===== src/rtl/collision_monitor.sv =====
// collision_monitor: per-frame frog/car collision check feeding the HEX message select.
// Optional feature: define GRACE_PERIOD_EN for post-respawn immunity (GRACE_TICKS).
module collision_monitor #(
    parameter int COLS        = 16,
    parameter int ROWS        = 8,
    parameter int LIVES       = 3,
    parameter int HOLD_TICKS  = 8,
`ifdef GRACE_PERIOD_EN
    parameter int GRACE_TICKS = 16,
`endif
    localparam int XW = $clog2(COLS),
    localparam int YW = $clog2(ROWS) + 1,
    localparam int LW = $clog2(LIVES + 1)
) (
    input  logic            clk,
    input  logic            reset_n,
    input  logic            frame_tick,
    input  logic            start,
    input  logic [XW-1:0]   frog_x,
    input  logic [YW-1:0]   frog_y,
    output logic            row_rd_req,
    output logic [YW-2:0]   row_rd_addr,
    input  logic            row_rd_valid,
    input  logic [COLS-1:0] row_rd_data,
    output logic            hit,
    output logic            respawn,
    output logic [LW-1:0]   lives,
    output logic            game_over
);

    localparam int HW = $clog2(HOLD_TICKS + 1);

    typedef enum logic [1:0] {
        IDLE,
        WAIT,
        HOLD,
        DEAD
    } state_e;

    state_e        state_q, state_d;
    logic [XW-1:0] x_q, x_d;
    logic [YW-2:0] y_q, y_d;
    logic          req_q, req_d;
    logic          hit_q, hit_d;
    logic          respawn_q, respawn_d;
    logic [LW-1:0] lives_q, lives_d;
    logic          game_over_q, game_over_d;
    logic [HW-1:0] hold_q, hold_d;
    logic          immune;

`ifdef GRACE_PERIOD_EN
    localparam int GW = $clog2(GRACE_TICKS + 1);

    logic [GW-1:0] grace_q, grace_d;

    assign immune = (grace_q != '0);

    // Grace counter: counts frame ticks down, reloaded by every respawn pulse
    always_comb begin
        grace_d = grace_q;
        if (frame_tick && grace_q != '0) begin
            grace_d = grace_q - GW'(1);
        end
        if (respawn_d) begin
            grace_d = GW'(GRACE_TICKS);
        end
    end

    // Grace counter register
    always_ff @(posedge clk or negedge reset_n) begin
        if (!reset_n) begin
            grace_q <= '0;
        end else begin
            grace_q <= grace_d;
        end
    end
`else
    assign immune = 1'b0;
`endif

    // Next-state and registered-output logic; start overrides everything
    always_comb begin
        state_d     = state_q;
        x_d         = x_q;
        y_d         = y_q;
        req_d       = 1'b0;
        hit_d       = hit_q;
        respawn_d   = 1'b0;
        lives_d     = lives_q;
        game_over_d = game_over_q;
        hold_d      = hold_q;
        if (start) begin
            state_d     = IDLE;
            lives_d     = LW'(LIVES);
            hit_d       = 1'b0;
            game_over_d = 1'b0;
            respawn_d   = 1'b1;
            hold_d      = '0;
        end else begin
            unique case (state_q)
                IDLE: begin
                    if (frame_tick) begin
                        x_d = frog_x;
                        if (int'(frog_y) < ROWS && !immune) begin
                            y_d     = frog_y[YW-2:0];
                            req_d   = 1'b1;
                            state_d = WAIT;
                        end
                    end
                end
                WAIT: begin
                    if (row_rd_valid) begin
                        if (row_rd_data[x_q]) begin
                            hit_d   = 1'b1;
                            lives_d = (lives_q == '0) ? '0 : lives_q - LW'(1);
                            hold_d  = '0;
                            state_d = HOLD;
                        end else begin
                            state_d = IDLE;
                        end
                    end
                end
                HOLD: begin
                    if (frame_tick) begin
                        hold_d = hold_q + HW'(1);
                        if (hold_q == HW'(HOLD_TICKS - 1)) begin
                            if (lives_q == '0) begin
                                game_over_d = 1'b1;
                                state_d     = DEAD;
                            end else begin
                                hit_d     = 1'b0;
                                respawn_d = 1'b1;
                                state_d   = IDLE;
                            end
                        end
                    end
                end
                DEAD: begin
                    state_d = DEAD;
                end
                default: begin
                    state_d = IDLE;
                end
            endcase
        end
    end

    // State and output registers
    always_ff @(posedge clk or negedge reset_n) begin
        if (!reset_n) begin
            state_q     <= IDLE;
            x_q         <= '0;
            y_q         <= '0;
            req_q       <= 1'b0;
            hit_q       <= 1'b0;
            respawn_q   <= 1'b0;
            lives_q     <= LW'(LIVES);
            game_over_q <= 1'b0;
            hold_q      <= '0;
        end else begin
            state_q     <= state_d;
            x_q         <= x_d;
            y_q         <= y_d;
            req_q       <= req_d;
            hit_q       <= hit_d;
            respawn_q   <= respawn_d;
            lives_q     <= lives_d;
            game_over_q <= game_over_d;
            hold_q      <= hold_d;
        end
    end

    assign row_rd_req  = req_q;
    assign row_rd_addr = y_q;
    assign hit         = hit_q;
    assign respawn     = respawn_q;
    assign lives       = lives_q;
    assign game_over   = game_over_q;

endmodule


===== config.mk =====
export PLATFORM = sky130hd
export DESIGN_NAME = collision_monitor
export DESIGN_NICKNAME = d
export VERILOG_FILES = /design/src/rtl/collision_monitor.sv
export SDC_FILE = /design/constraint.sdc
export NUM_CORES = 1
export LEC_CHECK = 0
export ABC_AREA = 1
export BUFFER_PORTS_ARGS = -buffer_cell sky130_fd_sc_hd__buf_4
export CAP_MARGIN = 20
export CORE_UTILIZATION = 35
export CTS_CLUSTER_DIAMETER = 40
export DETAILED_ROUTE_END_ITERATION = 8
export MAX_ROUTING_LAYER = met4
export PLACE_DENSITY = 0.61
export SKIP_LAST_GASP = 1
export SLEW_MARGIN = 5
export SYNTH_ARGS = -nofsm -noshare
export SYNTH_HDL_FRONTEND = slang
export SYNTH_SLANG_ARGS = --single-unit

===== constraint.sdc =====
create_clock -name clk -period 1.6 [get_ports clk]
set_clock_uncertainty 0.05 [all_clocks]
set_input_delay 0.16 -clock clk [delete_from_list [all_inputs] [get_ports clk]]
set_output_delay 0.16 -clock clk [all_outputs]
set_load 0.01 [all_outputs]

==> summary.md, run 1 <==
In this run the worst hold path is classified as input pin to flip-flop. Timing analysis after detailed placement gives a worst setup slack of 0.09334 ns. The first detailed-routing pass ran for 4 iterations.

After detailed routing, the number of remaining DRC violations is 0. The routed design has 2.699 mm of wire. In the synthesized netlist the dominant register cell turns out to be sky130_fd_sc_hd__dfrtp_1. After floorplanning, the core was divided into 20 placement rows. Along the worst path, the maximum fanout reaches 9.

The detail route stage leaves a number of antenna-violating nets equal to 0. Reported max-cap violation count: 0. From left edge to right edge, the die measures 59.54 um. For the sequential element share of the synthesized area, the log shows 41.25%.

The number of antenna violations at the first check in global routing is 0, and the vias per cell is 4.464. Summing over every cut layer, the via total after detailed routing is 1125. The period utilization came out at 91.56%. The number of cells in the design after placement was 243. The footprint of the flip-flops and latches is 479.2 sq um, and the async set-reset flop share out of synthesis is 100.0%.

The fraction of post-synthesis cell area in the top cell type by area is 36.72%. In this run the deepest clock path goes through 2 buffers. Transition time at the pin with the least slew margin: 0.2532 ns. The number of synthesized register bits works out to 19. The flow ran to the end, and the final reports show no timing, DRC or antenna violations. The number of nets in the synthesized netlist is 191. For the final routed database, the setup TNS stands at 0 ns. The floorplan step defined a die boundary enclosing 0.003544 sq mm.

The number of diodes added for antenna fixing was 0; the count of pins over their slew limit was 0. Post-synthesis average cell area: 7.196 sq um. In this run, the number of DRC markers left after iteration 0 of detailed routing was 54. The run gives 0.003103 sq mm as the area inside the core boundary. Setup violations remaining at the end of the flow were counted as 0. In the final layout, the multi-input gates occupy 568.0 sq um. The total power divided by cell area was 1031 mW/mm^2. 38 I/O pins were placed. For this run, the post-layout net count is 239. In this run the clock root is driven by a sky130_fd_sc_hd__clkbuf_4. In this run the vertical extent of the chip is 59.54 um.

Across all hold checks on the routed design, the worst slack comes to 0.01052 ns. The worst path meets setup with 0.1350 ns of slack. The hold violation count in the final report was 0; the synthesized instance count was 161. Area growth from synthesis to final layout: 36.28%. The analysis attributes to cell leakage a power of 0.8858 nW. Counting instances in the post-synthesis netlist gives the leading cell types as sky130_fd_sc_hd__nand2_1 (50), sky130_fd_sc_hd__inv_1 (23), sky130_fd_sc_hd__dfrtp_1 (17), sky130_fd_sc_hd__nand3_1 (16), sky130_fd_sc_hd__nor2_1 (13).

The classification of the worst setup path was flip-flop to flip-flop. Count of unique library cells instantiated by Yosys: 23. Summed over all instances, the cell type with the most area after synthesis is sky130_fd_sc_hd__dfrtp_1.

The run gives 0.001159 sq mm as the post-synthesis instance area. The clock period could shrink to 1.465 ns. Yosys mapped a number of flops with a built-in enable equal to 0. The worst-case IR drop observed on VDD is 0.0006563 V.

The tools report the kind of launch point of the worst setup path as a flip-flop. The required time of the critical path came out at 1.78 ns. By instance count, the leading cell after synthesis is sky130_fd_sc_hd__nand2_1. Summed over all nets, the half-perimeter wirelength after detailed placement is 2.136 mm.

Entering global routing, the biggest net connects 20 pins. The number of H-tree levels came out at 1. The post-route netlist has 31.25% of its cells at a drive strength greater than 1.

After detailed routing, the average wire length per cell comes to 10.71 um. By area the synthesized netlist is led by sky130_fd_sc_hd__dfrtp_1 (37%), sky130_fd_sc_hd__nand2_1 (16%), sky130_fd_sc_hd__inv_1 (7.5%). Starting utilization of the core area: 37.34%. Data arrives at the worst endpoint at 1.65 ns. STA classifies the critical path endpoint as a flip-flop. The run gives 0.30 ns as the latest clock arrival within the worst-skew pair. Setup repair after global routing could not meet its margin everywhere.

TritonCTS built the clock tree. The number of warnings printed during yosys synthesis was 0; the layout filler cell count was 332. The finished layout holds 252 standard cells, fillers aside. The via count of the first global-routing pass is 1087, and the clock input transition at the sequential cells of the worst setup and hold paths is 0.12 ns. The run gives 17.38% as the total global-route track usage. In this run the tool buffered the top-level ports with 37 buffer cells. Routability-driven placement finished with a final weighted congestion of 0.7978. The logs give 3 for the number of CTS-inserted buffers and 83.06% for the headroom to the max-slew limit.

The tools report the residual overflow from global routing as 0. For the highest attainable clock frequency, the log shows 682.6 MHz. The first global-routing pass estimated 4.478 mm of wire. The number of clock sinks seen by CTS was 19.
path summary, 6_finish.rpt:
path                                startpoint        endpoint  slack [ns]  cells past startpoint
min in group asynchronous              reset_n          x_q[1]        0.22                      2
worst min-delay path                     start       game_over        0.01                      2
worst min register to register  row_rd_addr[0]  row_rd_addr[0]        0.44                      2
worst max-delay path                    x_q[0]       hold_q[3]        0.13                      9
max in group asynchronous              reset_n        lives[1]        1.01                      2
worst max register to register          x_q[0]       hold_q[3]        0.13                      9
report_power, final:
part	leakage [nW]	internal, mW	switching, mW
logic	0.636	0.299	0.392
registers	0.236	0.586	0.0967
clock network	0.0139	0.0950	0.159
total	0.886	0.980	0.648
kinds of logic after synthesis:
| group | Yosys count | synth area share [%] |
|---|---|---|
| and+or+nand+nor | 97 | 39.74 |
| adders and majority gates | 1 | 1.080 |
| buffers and inverters | 28 | 9.935 |
| AOI/OAI and AO/OA | 16 | 7.991 |
| DFF | 19 | 41.25 |
state kept, by name (all words and copies together) (netlist names):
| name | count |
|---|---|
| hold_q | 4 |
| lives | 2 |
| respawn | 1 |
| x_q | 4 |
| game_over | 1 |
| state_q | 2 |
| row_rd_addr | 3 |
| row_rd_req | 1 |
| hit | 1 |
critical path, stage by stage, from the launching register on:
cell,delay (ns)
sky130_fd_sc_hd__dfrtp_2,0.49
sky130_fd_sc_hd__inv_4,0.11
sky130_fd_sc_hd__nand2_1,0.06
sky130_fd_sc_hd__nand3_1,0.07
sky130_fd_sc_hd__nand3_1,0.09
sky130_fd_sc_hd__nand3_1,0.12
sky130_fd_sc_hd__nand3_2,0.15
sky130_fd_sc_hd__nand2_4,0.13
sky130_fd_sc_hd__nand2_1,0.05
sky130_fd_sc_hd__o21ai_1,0.06
through the flow:
step	instance area [sq um]	power [mW]	util, %
global route	1579	1.766	50.89
CTS	1575	1.645	50.77
finish	1579	1.628	50.89
detailed placement	1495	1.375	48.19
floorplan	1159	1.132	-
global placement	1495	1.362	48.19
layer usage:
layer	routed length, um	track usage [%]	vias to the layer above
li1	-	-	598
met1	1225	20.55	493
met2	1269	28.73	30
met3	167	3.930	4
met4	36	6.645	0
met5	0	-	-
cell usage in the layout (no fill, tap or decap):
cell	synthesis	routed
sky130_fd_sc_hd__or2_2	3	3
sky130_fd_sc_hd__nand2_4	3	3
sky130_fd_sc_hd__inv_1	23	23
sky130_fd_sc_hd__nor3_1	1	1
sky130_fd_sc_hd__nand2_1	50	50
sky130_fd_sc_hd__inv_2	3	3
sky130_fd_sc_hd__clkbuf_4	0	3
sky130_fd_sc_hd__o21ai_0	3	3
sky130_fd_sc_hd__buf_4	0	39
sky130_fd_sc_hd__nand2_2	1	1
sky130_fd_sc_hd__a21oi_2	1	1
sky130_fd_sc_hd__dfstp_2	2	2
sky130_fd_sc_hd__clkinvlp_4	0	1
sky130_fd_sc_hd__nor2_2	0	1
sky130_fd_sc_hd__dlygate4sd3_1	0	5
sky130_fd_sc_hd__dfrtp_1	17	16
sky130_fd_sc_hd__dfrtp_2	0	1
sky130_fd_sc_hd__a31oi_1	1	1
sky130_fd_sc_hd__o21ai_2	2	2
sky130_fd_sc_hd__o21ai_1	3	3
sky130_fd_sc_hd__a21oi_1	6	6
sky130_fd_sc_hd__nor2_4	2	2
sky130_fd_sc_hd__nand3_1	16	16
sky130_fd_sc_hd__nand4_1	6	6
sky130_fd_sc_hd__inv_4	1	1
sky130_fd_sc_hd__ha_1	1	1
sky130_fd_sc_hd__nand3_2	2	2
sky130_fd_sc_hd__nor2_1	13	12
what timing repair did:
item / in CTS / in global routing
hold buffers: 5 / 0
endpoints found under the setup margin: 0 / 9
setup buffers: 0 / 0
gates resized for setup: 0 / 2
endpoints found under the hold margin: 23 / 0
layout make-up:
| cell class | count | share of cell area [%] |
|---|---|---|
| Sequential cell | 19 | 30.35 |
| Multi-Input combinational cell | 114 | 35.97 |
| Clock inverter | 1 | 0.4754 |
| Tap cell | 44 | 3.487 |
| Timing Repair Buffer | 44 | 21.71 |
| Clock buffer | 3 | 1.426 |
| Inverter | 27 | 6.577 |
Note: power is estimated with default switching activity, not from simulation.
==> inputs of run 2 (changes only) <==
--- a/config.mk
+++ b/config.mk
@@ -12,2 +12,3 @@
 export CTS_CLUSTER_DIAMETER = 40
+export CTS_CLUSTER_SIZE = 10
 export DETAILED_ROUTE_END_ITERATION = 8
==> constraint.sdc (replaced) <==
create_clock -name clk -period 1.6 [get_ports clk]
set_clock_uncertainty 0.05 [all_clocks]
set_input_delay 0 -clock clk [delete_from_list [all_inputs] [get_ports clk]]
set_output_delay 0 -clock clk [all_outputs]
set_load 0.01 [all_outputs]
==> run 2 against run 1 <==
Against the previous run: largest cell class unchanged; sequential cell count did not move; combinational power rose by 2%; die area did not move; setup slack improved by 0.0014 ns; sequential share of layout area fell by 1.3 points; fmax barely moved; cell count rose by 2.8%.
==> summary.md, run 2 (synthesized netlist as in run 1, its figures left out) <==
Of all nets on the critical path, the largest fanout is 9. The horizontal extent of the die works out to 59.54 um. Power share of the clock group: 15.5%.

Dividing total power by cell area gives a power density of 995.4 mW/mm^2. The internal power of the cells totals 0.9912 mW. Relative to the synthesized area, the layout overhead comes to 42.33%. For the number of search-and-repair iterations in the first detailed-routing pass, the log shows 4. Leaving out fill and tap cells, the most frequent cell in the layout is sky130_fd_sc_hd__nand2_1. The number of top-level pins is 38. After clock tree synthesis, the clock-pin slew on the worst setup and hold paths is 0.12 ns. The first routing iteration left 56 violations.

Summing all non-filler instances in the final layout gives an area of 0.001649 sq mm. Post-CTS timing repair inserted 0 buffers for setup. For the latest clock arrival within the worst-skew pair, the log shows 0.30 ns.

The hold violation count in the final report came out at 0. After detailed placement, the total cell area comes to 0.001495 sq mm. During placement, the flow inserted port buffers numbering 37.

For this run the aggregate overflow at the end of global routing stands at 0. The tools report the kind of launch point of the worst setup path as a flip-flop. The core region is 0.003103 sq mm. The run finished with clean final reports.

For this block, the routed nets add up to 2.778 mm of wire. The number of H-tree levels was 1. The tools report the reported max-cap violation count as 0. The net count of the finished layout is 246.

The setup check on the worst reg-to-reg path leaves a slack of 0.14 ns. Counting the fill cells in the layout gives 330. The run gives 20 as the largest net degree at the start of global routing. Time the final worst path needs with I/O delays and setup: 1.464 ns.

At the end of routability-driven placement, the weighted congestion stood at 0.7978. The worst setup path is captured at a flip-flop. The setup path with the least slack is of type flip-flop to flip-flop. Of the total power, the share spent switching nets is 39.62%. The transition time at the pin with the least slew margin was 0.2535 ns; the number of diodes added for antenna fixing was 0.

The minimum setup slack in the final design is 0.1363 ns. After floorplanning, the core was divided into 20 placement rows. For this design the static power due to leakage is 0.9150 nW. The tightest min-delay check is of the input pin to asynchronous set/reset pin type. The via count of the first global-routing pass is 1137, and the fraction of layout cells with a size suffix above 1 is 30.23%. Global routing used 18.13% of the available tracks across all layers. Data arrives at the worst endpoint at 1.64 ns. The required time of the critical path is 1.78 ns, and the vertical die dimension is 59.54 um. The cell that appears most often on the critical path is sky130_fd_sc_hd__nand3_1. The peak supply drop was 0.0006556 V. Traced cell by cell, the critical path runs through inv_4 -> nand2_1 -> nand3_1 -> nand3_1 -> nand3_1 -> nand3_2 -> nand2_4 -> nand2_1 -> o21ai_1. Static timing analysis puts the maximum clock frequency at 683.2 MHz. The worst register-to-register path begins at x_q[0]. After layout, the worst path uses 91.48% of the clock period. The cell at the root of the clock tree was sky130_fd_sc_hd__clkbuf_4.

For the number of antenna violations at the first check in global routing, the log shows 0. Headroom to the max-slew limit came out at 83.10%. The detailed-route wire length per cell works out to 10.73 um. TritonCTS built the clock tree. The number of cell instances on the worst register-to-register path was 9.

For the total power, the log shows 1.642 mW. The floorplan step defined a die boundary enclosing 0.003544 sq mm. Setup total negative slack on the finished layout was measured at 0 ns.

Setup violations remaining at the end of the flow were counted as 0. The count of pins over their slew limit was 0; the proportion of power drawn by flip-flops and latches was 41.6%. The largest buffer count on any clock path was 2; the maximum single-stage delay on the critical path was 0.49 ns.

Combinational power share: 42.9%. The kind of cell with the highest combined delay along the critical path is simple AND/OR/NAND/NOR gates. The run gives 53.15% as the core utilization of the finished layout. Summed over all nets, the switching power comes to 0.6503 mW. For this design, the slowest cell found on the critical path is sky130_fd_sc_hd__dfrtp_2. The library cells used most frequently in the layout, excluding fill and tap cells, are sky130_fd_sc_hd__nand2_1 (50), sky130_fd_sc_hd__buf_4 (39), sky130_fd_sc_hd__inv_1 (23).

Once the floorplan was initialized, standard cells occupied 37.34% of the core. The wire length of the first global-routing pass is 4.678 mm, and the worst hold margin is 0.06191 ns. Once layout is complete, the cells apart from fillers number 259. The buffer and inverter count on the worst path is 1. In this run the remaining antenna-violating nets after routing total 0. The worst register-to-register path ends at hold_q[3]. Number of cells in the design after placement: 243. The number of CTS-inserted buffers was 3. Summing all flip-flop and latch instances after layout gives 479.2 sq um. The DRC violations left was 0.

The run gives 19 as the number of clock sinks seen by CTS. Once detailed placement completed, the half-perimeter wirelength came to 2.136 mm. The run gives 0.09334 ns as the post-placement worst setup slack. Setup repair after global routing could not meet its margin everywhere. The final route contains 1164 vias. Summing all multi-input logic gate instances after layout gives 568.0 sq um. The vias per cell works out to 4.494.
[run 2: cell count changes in the layout (fill, tap and decap cells not counted), sizes merged]
| cell | change |
|---|---|
| dlygate4sd3 | +7 |
[run 2: timing repair]
action                                 CTS  global route
resized for setup                        0             2
hold buffers                            12             0
setup endpoints to repair                0             9
endpoints found under the hold margin   32             0
[run 2: final cells by class]
cell class                 count  area share, %
multi-input combinational    114          34.45
inverter                      27          6.297
clock inverter                 1         0.4552
timing repair buffer          51          25.04
sequential                    19          29.06
tap                           44          3.338
clock buffer                   3          1.366
[run 2: layer usage]
layer  global-route usage [%]  vias up  part of all wire, %
met5                        -        -                    0
met4                    6.645        0                  1.3
met3                    3.712        4                  5.7
met2                    30.66       31                   49
met1                    21.23      516                   44
li1                         -      613                    -
[run 2: how the worst max path moves through the flow]
stage	start	end	slack, ns	cells past startpoint
floorplan	x_q[0]	hold_q[0]	0.29	11
global placement	x_q[0]	hold_q[0]	0.16	10
detailed placement	x_q[0]	hold_q[1]	0.09	9
CTS	x_q[0]	hold_q[3]	0.07	9
global route	x_q[0]	hold_q[3]	-0.009	10
finish	x_q[0]	hold_q[3]	0.14	9
[run 2: worst register-to-register path, delay by kind of cell, from the launching register on]
family | cells | cell delay (ns)
AOI/OAI and AO/OA | 1 | 0.07
buffers and inverters | 1 | 0.11
DFF | 1 | 0.49
and+or+nand+nor | 7 | 0.67
[run 2: power by group through the flow]
stage	Combinational, mW	Clock (mW)	Sequential, mW
3_5_place_dp	0.684	0	0.691
2_1_floorplan	0.447	0	0.685
3_3_place_gp	0.674	0	0.689
4_1_cts	0.710	0.268	0.681
6_report	0.704	0.255	0.682
5_1_grt	0.792	0.287	0.702
==> inputs of run 3 (changes only) <==
Settings changed: RECOVER_POWER from default to 50.
==> run 3 against run 2 <==
Against the previous run: critical path depth did not move; clock-buffer cell count is the same; hold slack better by 0.29 ns; die area unchanged; cell count did not move; critical endpoint unchanged; sequential cell count is the same; power down 0.49%; setup slack is essentially flat; clock power about the same; design area is 0.91% lower; global-route usage is the same.
==> summary.md, run 3 (synthesized netlist as in run 1, its figures left out) <==
Buffers added to address setup during post-CTS repair amount to 0. The run gives 0 as the hold violation count in the final report. The number of clock buffers added by TritonCTS is 3. The total global-route track usage is 18.13%, and the latest clock arrival within the worst-skew pair is 0.30 ns.

Leaving out fill and tap cells, the most frequent cell in the layout is sky130_fd_sc_hd__nand2_1. The analysis attributes to net switching a power of 0.6500 mW. The total area of multi-input combinational cells is 568.0 sq um. Leaving out filler cells and counting taps, the final layout contains 259.

Setup repair after global routing could not meet its margin everywhere. The clock passes through at most 2 buffers. The routed design could run at a clock period as short as 1.464 ns. Leaving out fill and tap cells, the most frequent cells in the layout are sky130_fd_sc_hd__nand2_1 (50), sky130_fd_sc_hd__buf_4 (35), sky130_fd_sc_hd__inv_1 (23). The run gives 21.23% as the fraction of met1 tracks used by global routing. The logs give 1 for the number of H-tree levels and 41.8% for the proportion of power drawn by flip-flops and latches. The internal portion of the total power is 0.9836 mW. In the final layout, the share of cells above drive strength 1 is 28.37%.

Headroom to the max-slew limit came out at 29.66%. Along the worst path, the maximum fanout reaches 9. The run gives 0 as the number of antenna violations at the first check in global routing.

Net switching is 39.79% of the power. After clock tree synthesis, the clock-pin slew on the worst setup and hold paths is 0.12 ns. The analysis attributes to cell leakage a power of 0.8990 nW.

The global placement routability congestion is 0.7978, and the final setup violation count is 0. The flow ran to the end, and the final reports show no timing, DRC or antenna violations. The DRC violations left is 0. STA classifies the critical path startpoint as a flip-flop. The worst reg-to-reg setup slack was 0.14 ns.

The count of port buffers added during placement works out to 37. In this run the most critical hold path is launched from frog_y[3]. Required time of the critical path: 1.78 ns. The first global-routing pass estimated 4.678 mm of wire.

Clock tree synthesis found a total of 19 sinks. Global routing finished with a remaining overflow of 0. The horizontal extent of the die is 59.54 um, and the count of pins over their slew limit is 0. The number of cell instances on the worst register-to-register path was 9; the starting utilization of the core area was 37.34%. The detailed router finished its first iteration with 56 violations. The largest net degree at the start of global routing came out at 20.

For hold timing, the worst endpoint is row_rd_req. The first detailed-routing pass ran for 4 iterations. The number of routed nets with antenna violations came out at 0. For the signal arrival time at the worst endpoint, the log shows 1.64 ns. For this run, the post-layout net count is 246.

The die covers 0.003544 sq mm. After detailed routing, the average wire length per cell comes to 10.74 um. Prior to clock tree synthesis, the placed netlist has a worst setup slack of 0.09334 ns. The core region is 0.003103 sq mm. The repair_antennas step left the layout with diodes totalling 0.

The area growth from synthesis to layout is 41.04%. The period utilization is 91.48%. In this run the critical register-to-register path is launched from x_q[0]. The critical path depth works out to 9. The critical path in this run is classified as flip-flop to flip-flop. For this design the top-level I/O count stands at 38. From bottom edge to top edge, the die measures 59.54 um.

Buffer and inverter count on the worst path: 1. In this run the core area contains 20 standard-cell rows. The vias per cell is 4.490. The worst path meets setup with 0.1363 ns of slack.

The number of cells in the design after placement was 243; the power share of the clock group was 15.6%. The final layout contains routed wiring with a total length of 2.781 mm. The worst setup path is captured at a flip-flop. TritonCTS built the clock tree. For the footprint of the flip-flops and latches, the log shows 479.2 sq um. Derived from the worst setup path, the maximum achievable clock frequency is 683.2 MHz.

Along the worst hold path, the cell count comes to 3. On the critical path, the stage with the largest delay is an instance of sky130_fd_sc_hd__dfrtp_2. IR analysis of the VDD net gives a maximum drop of 0.0006552 V. At the pin with the least slew margin, the transition time is 1.055 ns. The signal on the critical path passes through inv_4 -> nand2_1 -> nand3_1 -> nand3_1 -> nand3_1 -> nand3_2 -> nand2_4 -> nand2_1 -> o21ai_1. In this design, the largest share of critical-path delay is due to simple AND/OR/NAND/NOR gates. The tools report the cell at the root of the clock tree as sky130_fd_sc_hd__clkbuf_4.

The logs give 42.6% for the combinational power share and 0 for the reported max-cap violation count. Global routing consumed, on the met2 layer, 30.66% of the routing resources. For the total power, the log shows 1.634 mW.

Summing over every cut layer, the via total after detailed routing is 1163. Counting stages on the worst path, the most repeated cell is sky130_fd_sc_hd__nand3_1. The capture point of the worst reg-to-reg path is hold_q[3].

The tools report the met3 track demand over resource in global routing as 3.712%. Worst min-delay path category: input pin to flip-flop. The placed wire-length estimate after detailed placement came out at 2.136 mm.

The most used routing layer in global routing was met2. The via count of the first global-routing pass came out at 1137. In this run the power density over the cells is 999.7 mW/mm^2.

Summed over all failing endpoints, the final setup total negative slack is 0 ns. Cells fill 52.66% of the core in the end. Layout filler cell count: 333. The maximum single-stage delay on the critical path is 0.49 ns.
## run 3: cell count changes in the layout (fill, tap and decap cells not counted), sizes merged
cell	previous run	this run
clkbuf	3	7
buf	39	35
## run 3: worst max path at each step
stage / to / from / slack [ns]
after global placement: hold_q[0] / x_q[0] / 0.16
after CTS: hold_q[3] / x_q[0] / 0.07
after detailed placement: hold_q[1] / x_q[0] / 0.09
final: hold_q[3] / x_q[0] / 0.14
after global routing: hold_q[3] / x_q[0] / -0.009
after floorplan: hold_q[0] / x_q[0] / 0.29
## run 3: cell type report
| cell class | count | area share (%) |
|---|---|---|
| inverters | 27 | 6.355 |
| flip-flops and latches | 19 | 29.33 |
| multi-input cells | 114 | 34.76 |
| clock inverters | 1 | 0.4594 |
| well taps | 44 | 3.369 |
| clock buffers | 3 | 1.378 |
| repair buffers | 51 | 24.35 |
## run 3: power by group through the flow
stage | clock network (mW) | registers (mW) | logic [mW]
2_1_floorplan | 0 | 0.685 | 0.447
6_report | 0.255 | 0.682 | 0.697
4_1_cts | 0.268 | 0.681 | 0.710
3_5_place_dp | 0 | 0.691 | 0.684
3_3_place_gp | 0 | 0.689 | 0.674
5_1_grt | 0.287 | 0.701 | 0.784
## run 3: repair_timing
action / in CTS / in global routing
setup endpoints to repair: 0 / 9
hold buffers: 12 / 0
hold endpoints to repair: 32 / 0
gates resized for setup: 0 / 2
## run 3: metal layers
metal	wire, um	part of all wire, %
met5	0	0
met4	36	1.3
met3	158	5.7
met2	1346	48
met1	1238	45
## run 3: metrics by stage
stage	cell area (sq um)	hold slack [ns]
after floorplan	1159	-0.3456
after global placement	1495	-0.1573
after detailed placement	1495	-0.1555
after CTS	1645	0.04336
after global routing	1634	0.3683
final	1634	0.3548
## run 3: worst reg2reg max path, delay by kind of cell, from the launching register on
kind | cells | cell delay, ns
AND/OR/NAND/NOR | 7 | 0.67
AO/OA/AOI/OAI | 1 | 0.07
flip-flops | 1 | 0.49
buffers and inverters | 1 | 0.11
